--- config.mk ---
export PLATFORM = sky130hd
export DESIGN_NAME = mem_requester
export DESIGN_NICKNAME = d
export VERILOG_FILES = /design/src/rtl/iroh_mem_pkg.sv /design/src/rtl/mem_requester.sv
export SDC_FILE = /design/constraint.sdc
export NUM_CORES = 1
export LEC_CHECK = 0
export CORE_MARGIN = 2
export CORE_UTILIZATION = 47
export DETAILED_ROUTE_END_ITERATION = 10
export PLACE_DENSITY = 0.85
export SLEW_MARGIN = 0
export SYNTH_ARGS = -nofsm -noshare
export SYNTH_HDL_FRONTEND = slang
export SYNTH_SLANG_ARGS = --single-unit
--- constraint.sdc ---
create_clock -name clk -period 3.7 [get_ports clk]
set_input_delay 0.555 -clock clk [delete_from_list [all_inputs] [get_ports clk]]
set_output_delay 0.555 -clock clk [all_outputs]
set_load 0.01 [all_outputs]
--- src/rtl/iroh_mem_pkg.sv ---
// Shared types and constants for the internal_mem initiator path.
// Address/data widths match the internal_mem port.
package iroh_mem_pkg;

   localparam int ADDR_W           = 8;
   localparam int DATA_W           = 16;
   localparam int MAX_READ_LATENCY = 4;

   typedef enum logic [2:0] {
      IDLE,
      WRITE,
      RD_ISSUE,
      RD_WAIT,
      RD_RESP
   } mreq_state_t;

endpackage

--- src/rtl/mem_requester.sv ---
// Initiator for internal_mem: single writes and 1..16 word read bursts,
// with a backpressured response channel.
module mem_requester
   import iroh_mem_pkg::*;
#(
   parameter int ADDR_W       = iroh_mem_pkg::ADDR_W,
   parameter int DATA_W       = iroh_mem_pkg::DATA_W,
   parameter int READ_LATENCY = 1
) (
   input  logic              clk,
   input  logic              rst,
   input  logic              req_valid,
   output logic              req_ready,
   input  logic              req_write,
   input  logic [ADDR_W-1:0] req_addr,
   input  logic [3:0]        req_len,
   input  logic [DATA_W-1:0] req_wdata,
   output logic              wr_done,
   output logic              rsp_valid,
   input  logic              rsp_ready,
   output logic [DATA_W-1:0] rsp_data,
   output logic              rsp_last,
   output logic [ADDR_W-1:0] mem_addr,
   output logic              mem_enable,
   output logic              mem_wEnable,
   output logic [DATA_W-1:0] mem_newWord,
   input  logic [DATA_W-1:0] mem_wordOut
);

   localparam int LAT_W = $clog2(MAX_READ_LATENCY);
   localparam logic [LAT_W-1:0] LAT_INIT = LAT_W'(READ_LATENCY - 1);

   mreq_state_t       state_q;
   logic [ADDR_W-1:0] cur_addr_q;
   logic [3:0]        remain_q;
   logic [LAT_W-1:0]  lat_cnt_q;
   logic              wr_done_q;
   logic              rsp_valid_q;
   logic [DATA_W-1:0] rsp_data_q;
   logic              rsp_last_q;
   logic [ADDR_W-1:0] mem_addr_q;
   logic              mem_enable_q;
   logic              mem_wEnable_q;
   logic [DATA_W-1:0] mem_newWord_q;

   assign req_ready   = (state_q == IDLE) && !rst;
   assign wr_done     = wr_done_q;
   assign rsp_valid   = rsp_valid_q;
   assign rsp_data    = rsp_data_q;
   assign rsp_last    = rsp_last_q;
   assign mem_addr    = mem_addr_q;
   assign mem_enable  = mem_enable_q;
   assign mem_wEnable = mem_wEnable_q;
   assign mem_newWord = mem_newWord_q;

   // Pin values for each cycle are set on the edge that enters the state.
   always_ff @(posedge clk or posedge rst) begin
      if (rst) begin
         state_q       <= IDLE;
         cur_addr_q    <= '0;
         remain_q      <= '0;
         lat_cnt_q     <= '0;
         wr_done_q     <= 1'b0;
         rsp_valid_q   <= 1'b0;
         rsp_data_q    <= '0;
         rsp_last_q    <= 1'b0;
         mem_addr_q    <= '0;
         mem_enable_q  <= 1'b0;
         mem_wEnable_q <= 1'b0;
         mem_newWord_q <= '0;
      end else begin
         unique case (state_q)
            IDLE: begin
               if (req_valid) begin
                  cur_addr_q   <= req_addr;
                  mem_addr_q   <= req_addr;
                  mem_enable_q <= 1'b1;
                  if (req_write) begin
                     remain_q      <= '0;
                     mem_wEnable_q <= 1'b1;
                     mem_newWord_q <= req_wdata;
                     wr_done_q     <= 1'b1;
                     state_q       <= WRITE;
                  end else begin
                     remain_q <= req_len;
                     state_q  <= RD_ISSUE;
                  end
               end
            end
            WRITE: begin
               mem_enable_q  <= 1'b0;
               mem_wEnable_q <= 1'b0;
               wr_done_q     <= 1'b0;
               state_q       <= IDLE;
            end
            RD_ISSUE: begin
               mem_enable_q <= 1'b0;
               lat_cnt_q    <= LAT_INIT;
               state_q      <= RD_WAIT;
            end
            RD_WAIT: begin
               if (lat_cnt_q == '0) begin
                  rsp_data_q  <= mem_wordOut;
                  rsp_valid_q <= 1'b1;
                  rsp_last_q  <= (remain_q == '0);
                  state_q     <= RD_RESP;
               end else begin
                  lat_cnt_q <= lat_cnt_q - 1'b1;
               end
            end
            RD_RESP: begin
               if (rsp_ready) begin
                  rsp_valid_q <= 1'b0;
                  rsp_last_q  <= 1'b0;
                  if (remain_q == '0) begin
                     state_q <= IDLE;
                  end else begin
                     remain_q     <= remain_q - 1'b1;
                     cur_addr_q   <= cur_addr_q + 1'b1;
                     mem_addr_q   <= cur_addr_q + 1'b1;
                     mem_enable_q <= 1'b1;
                     state_q      <= RD_ISSUE;
                  end
               end
            end
            default: state_q <= IDLE;
         endcase
      end
   end

endmodule

* Yosys cells after proc, flatten, opt, wreduce, memory -nomap -nowiden *
Index checks and enable logic that the tools add are counted.

word-level totals
  flip-flop bits (word level) = 53
  input port bits = 49

operators by class
  $add $sub $neg = 3
  equality and inequality tests = 10
  multiplexer cells = 29
  reductions and logical operators = 19

operator list
  cell                                               count
  two-way mux 8 bit                                  3
  two-way mux 4 bit                                  4
  one-hot mux 8 bit (2 select lines)                 1
  inequality test 2 bit (second input constant)      6
  one-hot mux 3 bit (4 select lines)                 1
  AND reduction 3 bit                                4
  two-way mux 3 bit                                  3
  adder 8 x 1 -> 8 bit (second input constant)       1
  two-way mux 1 bit                                  8
  one-hot mux 4 bit (2 select lines)                 1
  AND reduction 4 bit                                2
  nonzero test 2 bit                                 4
  == test 3 x 2 -> 1 bit (second input constant)     2
  two-way mux 2 bit                                  3
  one-hot mux 1 bit (2 select lines)                 3
  zero test 4 bit                                    1
  one-hot mux 2 bit (2 select lines)                 1
  AND reduction 2 bit                                2
  subtractor 4 x 1 -> 4 bit (second input constant)  1
  == test 3 x 1 -> 1 bit (second input constant)     1
  == test 3 bit (second input constant)              1
  zero test 3 bit                                    1
  one-hot mux 1 bit (3 select lines)                 1
  nonzero test 3 bit                                 1
  5 further kinds                                    5

* Logic depth before layout (Yosys ltp) *
Gate-level depths: netlist (run 1).

  depth in word-level cells = 4
  depth in mapped cells = 6

* Least setup slack after synthesis (run 1) *
Ideal clock, no wire load.

  path kind = reg2reg
  start = register state_q[1]
  end = register mem_addr_q[4] (netlist: mem_addr[4])
  setup time = 0.099 ns
  arrival = 1.670 ns
  required time = 3.601 ns
  path slack = 1.931 ns
  cell stages (with the launch flop) = 6
  period minus slack after synthesis = 1.769 ns
  cells stage by stage = dfrtp_1 buf_2 or2_4 a311oi_4 mux2_1 a311oi_1

on the way
  word-level cells in the longest chain between the ends = 3
  elaborated cells between the ends (all ways) = 8
  classes of those cells = eq/ne (4); mux (1); reduce/logical (3)

RTL lines
  item                                                                                 RTL line              RTL
  start: declaration                                                                   mem_requester.sv:33   mreq_state_t state_q;
  start signal: assignment                                                             mem_requester.sv:59   state_q <= IDLE;
  start signal: assignment                                                             mem_requester.sv:83   state_q <= WRITE;
  start signal: assignment                                                             mem_requester.sv:86   state_q <= RD_ISSUE;
  == test 3 bit / zero test 3 bit (equally long branches)                              mem_requester.sv:72   unique case (state_q)
  inequality test 2 bit (no source line) / nonzero test 2 bit (equally long branches)  -
  AND reduction 4 bit (no source line)                                                 -
  end signal: assignment                                                               mem_requester.sv:76   mem_addr_q <= req_addr;
  end signal: assignment                                                               mem_requester.sv:120  mem_addr_q <= cur_addr_q + 1'b1;
  end: declaration                                                                     mem_requester.sv:41   logic [ADDR_W-1:0] mem_addr_q;

Several ways; a longest one is shown, not always the timed one.
A chain may end at the register's enable or synchronous reset.

* Final worst setup path (run 1) *
  start = register state_q[2]
  end = output req_ready

on the way
  word-level cells in the longest chain between the ends = 2

RTL lines
  item               RTL line             RTL
  zero test 3 bit    mem_requester.sv:46  assign req_ready = (state_q == IDLE) && !rst;
  logical AND 1 bit  mem_requester.sv:46
  end: declaration   mem_requester.sv:13  output logic req_ready,

No other way between the ends.

==> results of run 1 <==
-- cell usage in the layout (no fill, tap or decap), drive strengths merged, types with 6 or more instances in the layout --
cell,n
a21oi,13
clkbuf,6
clkdlybuf4s50,94
dfrtp,53
inv,9
mux2,33
nand2,12
nand3,8
nor2,13
nor3,6
o21ai,6
-- final cells by class --
class | instances | area, um^2
clock buffer | 6 | 72.6
sequential | 53 | 1330
tap | 70 | 87.6
timing repair buffer | 97 | 963
fill | 402 | 1510
multi-input combinational | 134 | 1010
inverter | 9 | 33.8
clock inverter | 2 | 38.8
-- logic make-up (layout without fill, tap and decap cells) --
group | after synthesis | after routing | share of synthesized area, %
fa+ha+maj | 3 | 3 | 1.55
simple gates | 56 | 56 | 12.2
buf+inv | 20 | 114 | 3.92
mux | 36 | 36 | 16.5
compound gates | 39 | 39 | 11.2
flops | 53 | 53 | 54.6
-- through the flow --
step                      hold WS (ps)  instance area (um^2)  power [mW]  utilization, %
after floorplan                    496                  2430        1.77               -
after global placement             463                  3420        2.41            67.8
after detailed placement           469                  3420        2.45            67.8
after CTS                          492                  3530        2.85            70.0
after global routing               531                  3530        3.02            70.0
final                              486                  3530        2.83            70.0
-- power breakdown --
group	internal [mW]	total (mW)	switching, mW
registers	0.856	1.08	0.224
clock network	0.203	0.392	0.189
logic	0.796	1.36	0.561
total	1.86	2.83	0.974
-- path summary, 6_finish.rpt --
check                                start     endpoint  slack, ps  cells after the start
worst max register to register  state_q[2]  mem_addr[4]       1430                      4
max in group asynchronous              rst   state_q[1]       2270                      3
worst min register to register   rsp_valid    rsp_valid        490                      2
min in group asynchronous              rst  mem_addr[1]        700                      2
worst min-delay path             rsp_valid    rsp_valid        490                      2
worst max-delay path            state_q[2]    req_ready       1300                      2
-- sequential cells by signal, indices dropped and copies added (netlist names) --
signal,count
mem_newWord,16
rsp_data,16
mem_addr,8
remain_q,4
state_q,3
lat_cnt_q,2
mem_enable,1
mem_wEnable,1
rsp_last,1
rsp_valid,1
-- metal layers --
metal	vias up	wire [um]	share of wire [%]	track usage, %
met4	0	107	1.9	7.80
met5	-	0	0	0
met1	974	2290	41	25.3
met3	11	323	5.8	6.61
met2	55	2880	51	33.2
li1	930	-	-	-
-- critical path: cells and delay by family (launching register included) --
family | cells | cell delay, ps
and+or+nand+nor | 1 | 290
buffers and inverters | 1 | 560
DFF | 1 | 670
==> metrics.txt, run 1 <==
# TYPE chip_impl_metric gauge
chip_impl_info{name="result_of_the_run",value="finished clean"} 1
chip_impl_metric{name="postCtsHoldBufs",unit=""} 0
chip_impl_metric{name="gp_congestion",unit=""} 0.765
chip_impl_metric{name="grt_max_degree",unit=""} 34
chip_impl_metric{name="design.core.area",unit="mm^2"} 0.00504
chip_impl_metric{name="place.detailed.hpwl",unit="um"} 4100
chip_impl_metric{name="post_cts.repair.setup_buffers",unit=""} 0
chip_impl_info{name="worstHoldPathType",value="reg -> reg"} 1
chip_impl_metric{name="chipWidth",unit="um"} 75.9
chip_impl_info{name="library_cell_used_as_clock_root_buffer",value="sky130_fd_sc_hd__clkbuf_8"} 1
chip_impl_metric{name="wire_length_of_the_first_global_routing_pass",unit="um"} 8770
chip_impl_metric{name="timing.final.hold_violations",unit=""} 0
chip_impl_info{name="critical_path.endpoint_type",value="output pin"} 1
chip_impl_metric{name="routed-via-count",unit=""} 1970
chip_impl_metric{name="cp_data_required_time",unit="ps"} 3140
chip_impl_info{name="ys_dominant_reg_cell",value="sky130_fd_sc_hd__dfrtp_1"} 1
chip_impl_info{name="critical_path_class",value="reg -> out"} 1
chip_impl_metric{name="design.die.area",unit="mm^2"} 0.00576
chip_impl_metric{name="drv.max_cap_violation_count",unit=""} 0
chip_impl_metric{name="cts_sinks",unit=""} 53
chip_impl_info{name="yosysMostFrequentCell",value="sky130_fd_sc_hd__dfrtp_1"} 1
chip_impl_metric{name="timing.max_slew.rel_slack",unit="%"} 49.5
chip_impl_metric{name="min_period",unit="ps"} 2400
chip_impl_metric{name="final.setup.worst_slack",unit="ps"} 1300
chip_impl_metric{name="initial_utilization",unit="%"} 48.1
chip_impl_info{name="crit_path_slowest_cell",value="sky130_fd_sc_hd__dfrtp_1"} 1
chip_impl_metric{name="postSynthAreaPerCell",unit="um^2"} 11.7
chip_impl_metric{name="yosysSeqAreaShare",unit="%"} 54.6
chip_impl_metric{name="synthesis.nets",unit=""} 259
chip_impl_info{name="rsz0062_at_grt",value="false"} 1
chip_impl_metric{name="detail_routed_net_length_per_standard_cell",unit="um"} 15.1
chip_impl_metric{name="first_pass_iters",unit=""} 4
chip_impl_metric{name="max_slew.worst_pin.slew",unit="ps"} 757
chip_impl_metric{name="port_buffers",unit=""} 94
chip_impl_metric{name="totalWireLength",unit="um"} 5600
chip_impl_info{name="synthDominantAreaCellType",value="sky130_fd_sc_hd__dfrtp_1"} 1
chip_impl_metric{name="worstPathArrival",unit="ps"} 1840
chip_impl_metric{name="clock_path_buffers",unit=""} 2
chip_impl_metric{name="fin_nets",unit=""} 352
chip_impl_metric{name="synth.cell_area",unit="mm^2"} 0.00243
chip_impl_metric{name="clock_latency_late_sink",unit="ps"} 310
chip_impl_metric{name="vias_per_cell",unit=""} 5.31
chip_impl_info{name="yosys-top-cells-count",value="sky130_fd_sc_hd__dfrtp_1, sky130_fd_sc_hd__mux2_2, sky130_fd_sc_hd__a21oi_1, sky130_fd_sc_hd__nand2_1, sky130_fd_sc_hd__nor2_1"} 1
chip_impl_info{name="timing.critical_path.cells",value="nor3_1 -> clkdlybuf4s50_1"} 1
chip_impl_metric{name="post-place-cells",unit=""} 363
chip_impl_metric{name="ys_ff_latch",unit=""} 53
chip_impl_metric{name="static-leakage-power",unit="nW"} 1.47
chip_impl_metric{name="cts_repair_resize_count",unit=""} 0
chip_impl_metric{name="io-pin-count",unit=""} 95
chip_impl_metric{name="detailedPlace.worstSlack",unit="ps"} 1270
chip_impl_metric{name="yosysWarningCount",unit=""} 0
chip_impl_metric{name="min_period_over_period",unit="%"} 64.8
chip_impl_metric{name="clock_skew",unit="ps"} 8.02
chip_impl_metric{name="overflow",unit=""} 0
chip_impl_metric{name="cts_htree_levels",unit=""} 2
chip_impl_metric{name="crit_path_max_fanout",unit=""} 25
chip_impl_metric{name="setup-violations-final",unit=""} 0
chip_impl_metric{name="synth.lib_cells_used.distinct",unit=""} 43
chip_impl_metric{name="area_growth",unit="%"} 45.4
chip_impl_metric{name="yosysTopAreaCellShare",unit="%"} 54.6
chip_impl_metric{name="finalSetupTns",unit="ps"} 0
chip_impl_metric{name="initialDrtViolationCount",unit=""} 106
chip_impl_metric{name="drt_drc_violations_left",unit=""} 0
chip_impl_metric{name="drive_gt1_share",unit="%"} 16.3
chip_impl_metric{name="insertedDiodeCount",unit=""} 0
chip_impl_metric{name="placementRows",unit=""} 26
chip_impl_metric{name="critical-path-max-stage-delay",unit="ps"} 670
chip_impl_metric{name="vdd_ir_drop_max",unit="mV"} 0.431
chip_impl_metric{name="clock_slew_seen_by_the_registers_of_the_worst_setup_and_hold_paths",unit="ps"} 90
chip_impl_metric{name="syn_inst",unit=""} 207
chip_impl_metric{name="groute.usage.overall",unit="%"} 20.4
chip_impl_metric{name="first_global_vias",unit=""} 1899
chip_impl_metric{name="grt_antenna_before_repair",unit=""} 0
chip_impl_info{name="tritoncts",value="built"} 1
chip_impl_metric{name="number_of_synthesized_flops_with_an_enable_pin",unit=""} 0
chip_impl_metric{name="antenna_violating_nets_post_route",unit=""} 0
chip_impl_metric{name="asyncSetResetFlopFracSynth",unit="%"} 100
chip_impl_info{name="post_synth_main_area_contributors",value="sky130_fd_sc_hd__dfrtp_1, sky130_fd_sc_hd__mux2_2, sky130_fd_sc_hd__a21oi_1"} 1
chip_impl_metric{name="stdcell_count",unit=""} 371
chip_impl_info{name="critPathLaunchType",value="flop"} 1
chip_impl_metric{name="tritoncts.num_buffers",unit=""} 5
chip_impl_metric{name="power_per_cell_area",unit="mW/mm^2"} 802
chip_impl_metric{name="fmaxAchievable",unit="MHz"} 417
chip_impl_metric{name="drv_slew",unit=""} 0
chip_impl_metric{name="die_h",unit="um"} 75.9
Power figures use the tool's default switching activity.
==> run 2: changes to the inputs <==
--- a/config.mk
+++ b/config.mk
@@ -6,9 +6,9 @@
 export NUM_CORES = 1
 export LEC_CHECK = 0
 export CORE_MARGIN = 2
-export CORE_UTILIZATION = 47
+export CORE_UTILIZATION = 39
 export DETAILED_ROUTE_END_ITERATION = 10
-export PLACE_DENSITY = 0.85
+export PLACE_DENSITY = 0.76
 export SLEW_MARGIN = 0
 export SYNTH_ARGS = -nofsm -noshare
 export SYNTH_HDL_FRONTEND = slang
==> constraint.sdc (replaced) <==
create_clock -name clk -period 2.2 [get_ports clk]
set_input_delay 0.33 -clock clk [delete_from_list [all_inputs] [get_ports clk]]
set_output_delay 0.33 -clock clk [all_outputs]
set_load 0.01 [all_outputs]
==> run 2 against run 1 <==
Net effect: worst setup slack worse by 1200 ps; worst hold slack got worse by 68 ps; die area grew 19%; sequential power rose by 65%; first-iteration DRC count is 15% higher; clock skew hardly changed; sequential share of layout area decreased by 0.74 points; cell count rose by 3.2%; total power is 70% higher; global-route usage shrank 3.6 points; utilization is 9.5 points lower; critical path type unchanged; largest cell class unchanged.
==> metrics.txt, run 2 (synthesis gave the netlist of run 1 again) <==
# TYPE chip_impl_metric gauge
chip_impl_metric{name="min_period",unit="ps"} 2110
chip_impl_info{name="worstHoldPathType",value="in -> async"} 1
chip_impl_metric{name="io-pin-count",unit=""} 95
chip_impl_metric{name="worstRegToRegCells",unit=""} 5
chip_impl_metric{name="multi_input_comb_area",unit="mm^2"} 0.00101
chip_impl_metric{name="design_area",unit="mm^2"} 0.00360
chip_impl_metric{name="chipWidth",unit="um"} 82.9
chip_impl_metric{name="switching_share",unit="%"} 34.2
chip_impl_metric{name="antenna_violating_nets_post_route",unit=""} 0
chip_impl_metric{name="cts_htree_levels",unit=""} 2
chip_impl_metric{name="grt_antenna_before_repair",unit=""} 0
chip_impl_info{name="rsz0062_at_grt",value="false"} 1
chip_impl_metric{name="fin_nets",unit=""} 359
chip_impl_metric{name="design.core.area",unit="mm^2"} 0.00596
chip_impl_metric{name="insertedDiodeCount",unit=""} 0
chip_impl_metric{name="timing.max_slew.rel_slack",unit="%"} 71.5
chip_impl_info{name="worst_path_dominant_cell_family",value="buffers and inverters"} 1
chip_impl_info{name="timing.critical_path.cells",value="or2_4 -> nor3_1 -> clkdlybuf4s50_1"} 1
chip_impl_info{name="critical_path_class",value="reg -> out"} 1
chip_impl_metric{name="max_slew.worst_pin.slew",unit="ps"} 426
chip_impl_metric{name="groute.usage.overall",unit="%"} 16.9
chip_impl_metric{name="drive_gt1_share",unit="%"} 18.2
chip_impl_metric{name="net_switching_power_of_the_design",unit="mW"} 1.65
chip_impl_metric{name="tritoncts.num_buffers",unit=""} 5
chip_impl_info{name="critPathLaunchType",value="flop"} 1
chip_impl_metric{name="totalWireLength",unit="um"} 5660
chip_impl_metric{name="postCtsHoldBufs",unit=""} 0
chip_impl_metric{name="clock_slew_seen_by_the_registers_of_the_worst_setup_and_hold_paths",unit="ps"} 100
chip_impl_metric{name="clock_skew",unit="ps"} 8.38
chip_impl_info{name="result_of_the_run",value="finished clean"} 1
chip_impl_metric{name="drv_slew",unit=""} 0
chip_impl_metric{name="sequential_cell_fraction_of_total_power",unit="%"} 36.9
chip_impl_metric{name="gp_congestion",unit=""} 0.861
chip_impl_metric{name="worst-r2r-setup-slack",unit="ps"} 400
chip_impl_metric{name="placementRows",unit=""} 28
chip_impl_metric{name="worstPathArrival",unit="ps"} 1780
chip_impl_metric{name="overflow",unit=""} 0
chip_impl_metric{name="postPlaceCellArea",unit="mm^2"} 0.00349
chip_impl_info{name="mostFrequentLayoutCells",value="sky130_fd_sc_hd__clkdlybuf4s50_1, sky130_fd_sc_hd__dfrtp_1, sky130_fd_sc_hd__mux2_2"} 1
chip_impl_metric{name="drv.max_cap_violation_count",unit=""} 0
chip_impl_metric{name="clock_path_buffers",unit=""} 2
chip_impl_info{name="library_cell_used_as_clock_root_buffer",value="sky130_fd_sc_hd__clkbuf_8"} 1
chip_impl_metric{name="grt_max_degree",unit=""} 54
chip_impl_metric{name="power",unit="mW"} 4.82
chip_impl_metric{name="power.clock.fraction",unit="%"} 13.7
chip_impl_metric{name="fmaxAchievable",unit="MHz"} 474
chip_impl_metric{name="min_period_over_period",unit="%"} 95.9
chip_impl_metric{name="power_frac_comb",unit="%"} 49.4
chip_impl_metric{name="first_pass_iters",unit=""} 4
chip_impl_metric{name="initialDrtViolationCount",unit=""} 122
chip_impl_metric{name="cp_data_required_time",unit="ps"} 1870
chip_impl_metric{name="area_growth",unit="%"} 48.3
chip_impl_metric{name="wire_length_of_the_first_global_routing_pass",unit="um"} 9580
chip_impl_metric{name="post_cts.repair.setup_buffers",unit=""} 0
chip_impl_metric{name="power_per_cell_area",unit="mW/mm^2"} 1340
chip_impl_metric{name="stdcell_count",unit=""} 383
chip_impl_metric{name="finalSetupTns",unit="ps"} 0
chip_impl_info{name="tritoncts",value="built"} 1
chip_impl_metric{name="vdd_ir_drop_max",unit="mV"} 0.624
chip_impl_metric{name="crit_path_max_fanout",unit=""} 8
chip_impl_info{name="worst_r2r_endpoint",value="mem_addr[6]"} 1
chip_impl_metric{name="place.detailed.hpwl",unit="um"} 4140
chip_impl_metric{name="static-leakage-power",unit="nW"} 1.51
chip_impl_metric{name="hold_slack",unit="ps"} 418
chip_impl_info{name="r2r-start",value="state_q[2]"} 1
chip_impl_metric{name="vias_per_cell",unit=""} 5.19
chip_impl_info{name="critical_path.endpoint_type",value="output pin"} 1
chip_impl_metric{name="critical_path_cell_count",unit=""} 3
chip_impl_info{name="layout_commonest_cell",value="sky130_fd_sc_hd__clkdlybuf4s50_1"} 1
chip_impl_metric{name="die_h",unit="um"} 82.9
chip_impl_metric{name="post-place-cells",unit=""} 375
chip_impl_metric{name="intPower",unit="mW"} 3.17
chip_impl_metric{name="final.fill_count",unit=""} 506
chip_impl_metric{name="drt_drc_violations_left",unit=""} 0
chip_impl_metric{name="cts_sinks",unit=""} 53
chip_impl_metric{name="port_buffers",unit=""} 94
chip_impl_metric{name="worstPathBufferInverterCount",unit=""} 1
chip_impl_metric{name="cts_repair_resize_count",unit=""} 0
chip_impl_metric{name="sequential_cell_area",unit="mm^2"} 0.00133
chip_impl_metric{name="setup-violations-final",unit=""} 0
chip_impl_metric{name="detail_routed_net_length_per_standard_cell",unit="um"} 14.8
chip_impl_metric{name="first_global_vias",unit=""} 2009
chip_impl_metric{name="routed-via-count",unit=""} 1986
chip_impl_metric{name="design.die.area",unit="mm^2"} 0.00687
chip_impl_metric{name="timing.final.hold_violations",unit=""} 0
chip_impl_info{name="crit_path_slowest_cell",value="sky130_fd_sc_hd__clkdlybuf4s50_1"} 1
chip_impl_metric{name="initial_utilization",unit="%"} 40.8
chip_impl_metric{name="critical-path-max-stage-delay",unit="ps"} 560
chip_impl_metric{name="clock_latency_late_sink",unit="ps"} 310
-- run 2: changes by cell type in the layout (fill, tap and decap cells not counted) --
cell                     change
sky130_fd_sc_hd__buf_4       +6
sky130_fd_sc_hd__buf_12      +1
-- run 2: final cells by class --
type | instances | area share (%)
clock buffer | 6 | 2.02
inverter | 9 | 0.938
tap | 75 | 2.61
clock inverter | 2 | 1.08
timing repair buffer | 104 | 28.6
multi-input combinational | 134 | 27.9
sequential | 53 | 36.8
-- run 2: layer usage --
metal | vias to the layer above | track usage (%) | wire length [um]
li1 | 945 | - | -
met1 | 964 | 21.6 | 2440
met2 | 67 | 27.1 | 2770
met3 | 10 | 4.67 | 351
met4 | 0 | 6.56 | 100
met5 | - | 0 | 0
-- run 2: per-stage QoR --
stage / setup WS, ps / util (%)
finish: 91.0 / 60.4
global route: 23.1 / 60.4
CTS: 89.2 / 60.4
detailed placement: 245 / 58.6
global placement: 289 / 58.6
floorplan: 431 / -
-- run 2: worst max path at each step --
stage | startpoint | to | slack [ps]
after floorplan | state_q[1] | mem_addr[4] | 430
after detailed placement | req_valid | mem_addr[6] | 250
after CTS | state_q[1] | req_ready | 90
after global routing | state_q[1] | req_ready | 20
after global placement | rsp_ready | mem_addr[6] | 290
final | state_q[1] | req_ready | 90
-- run 2: power groups by stage --
| stage | Sequential, mW | Clock (mW) | Combinational [mW] |
|---|---|---|---|
| 2_1_floorplan | 1.91 | 0 | 1.07 |
| 3_3_place_gp | 1.76 | 0 | 2.36 |
| 3_5_place_dp | 1.80 | 0 | 2.40 |
| 4_1_cts | 1.78 | 0.682 | 2.41 |
| 5_1_grt | 1.85 | 0.724 | 2.58 |
| 6_report | 1.78 | 0.659 | 2.38 |
-- run 2: worst reg2reg max path: cells and delay by family (launching register included) --
| family | cells | cell delay, ps |
|---|---|---|
| muxes | 1 | 220 |
| AOI/OAI and AO/OA | 3 | 620 |
| buffers and inverters | 1 | 280 |
| DFF | 1 | 600 |
==> run 3: changes to the inputs <==
--- a/config.mk
+++ b/config.mk
@@ -5,6 +5,7 @@
 export SDC_FILE = /design/constraint.sdc
 export NUM_CORES = 1
 export LEC_CHECK = 0
+export CAP_MARGIN = 20
 export CORE_MARGIN = 2
 export CORE_UTILIZATION = 39
 export DETAILED_ROUTE_END_ITERATION = 10
==> results of run 3 <==
No change in the layout: final DEF, timing and power equal those of run 2.
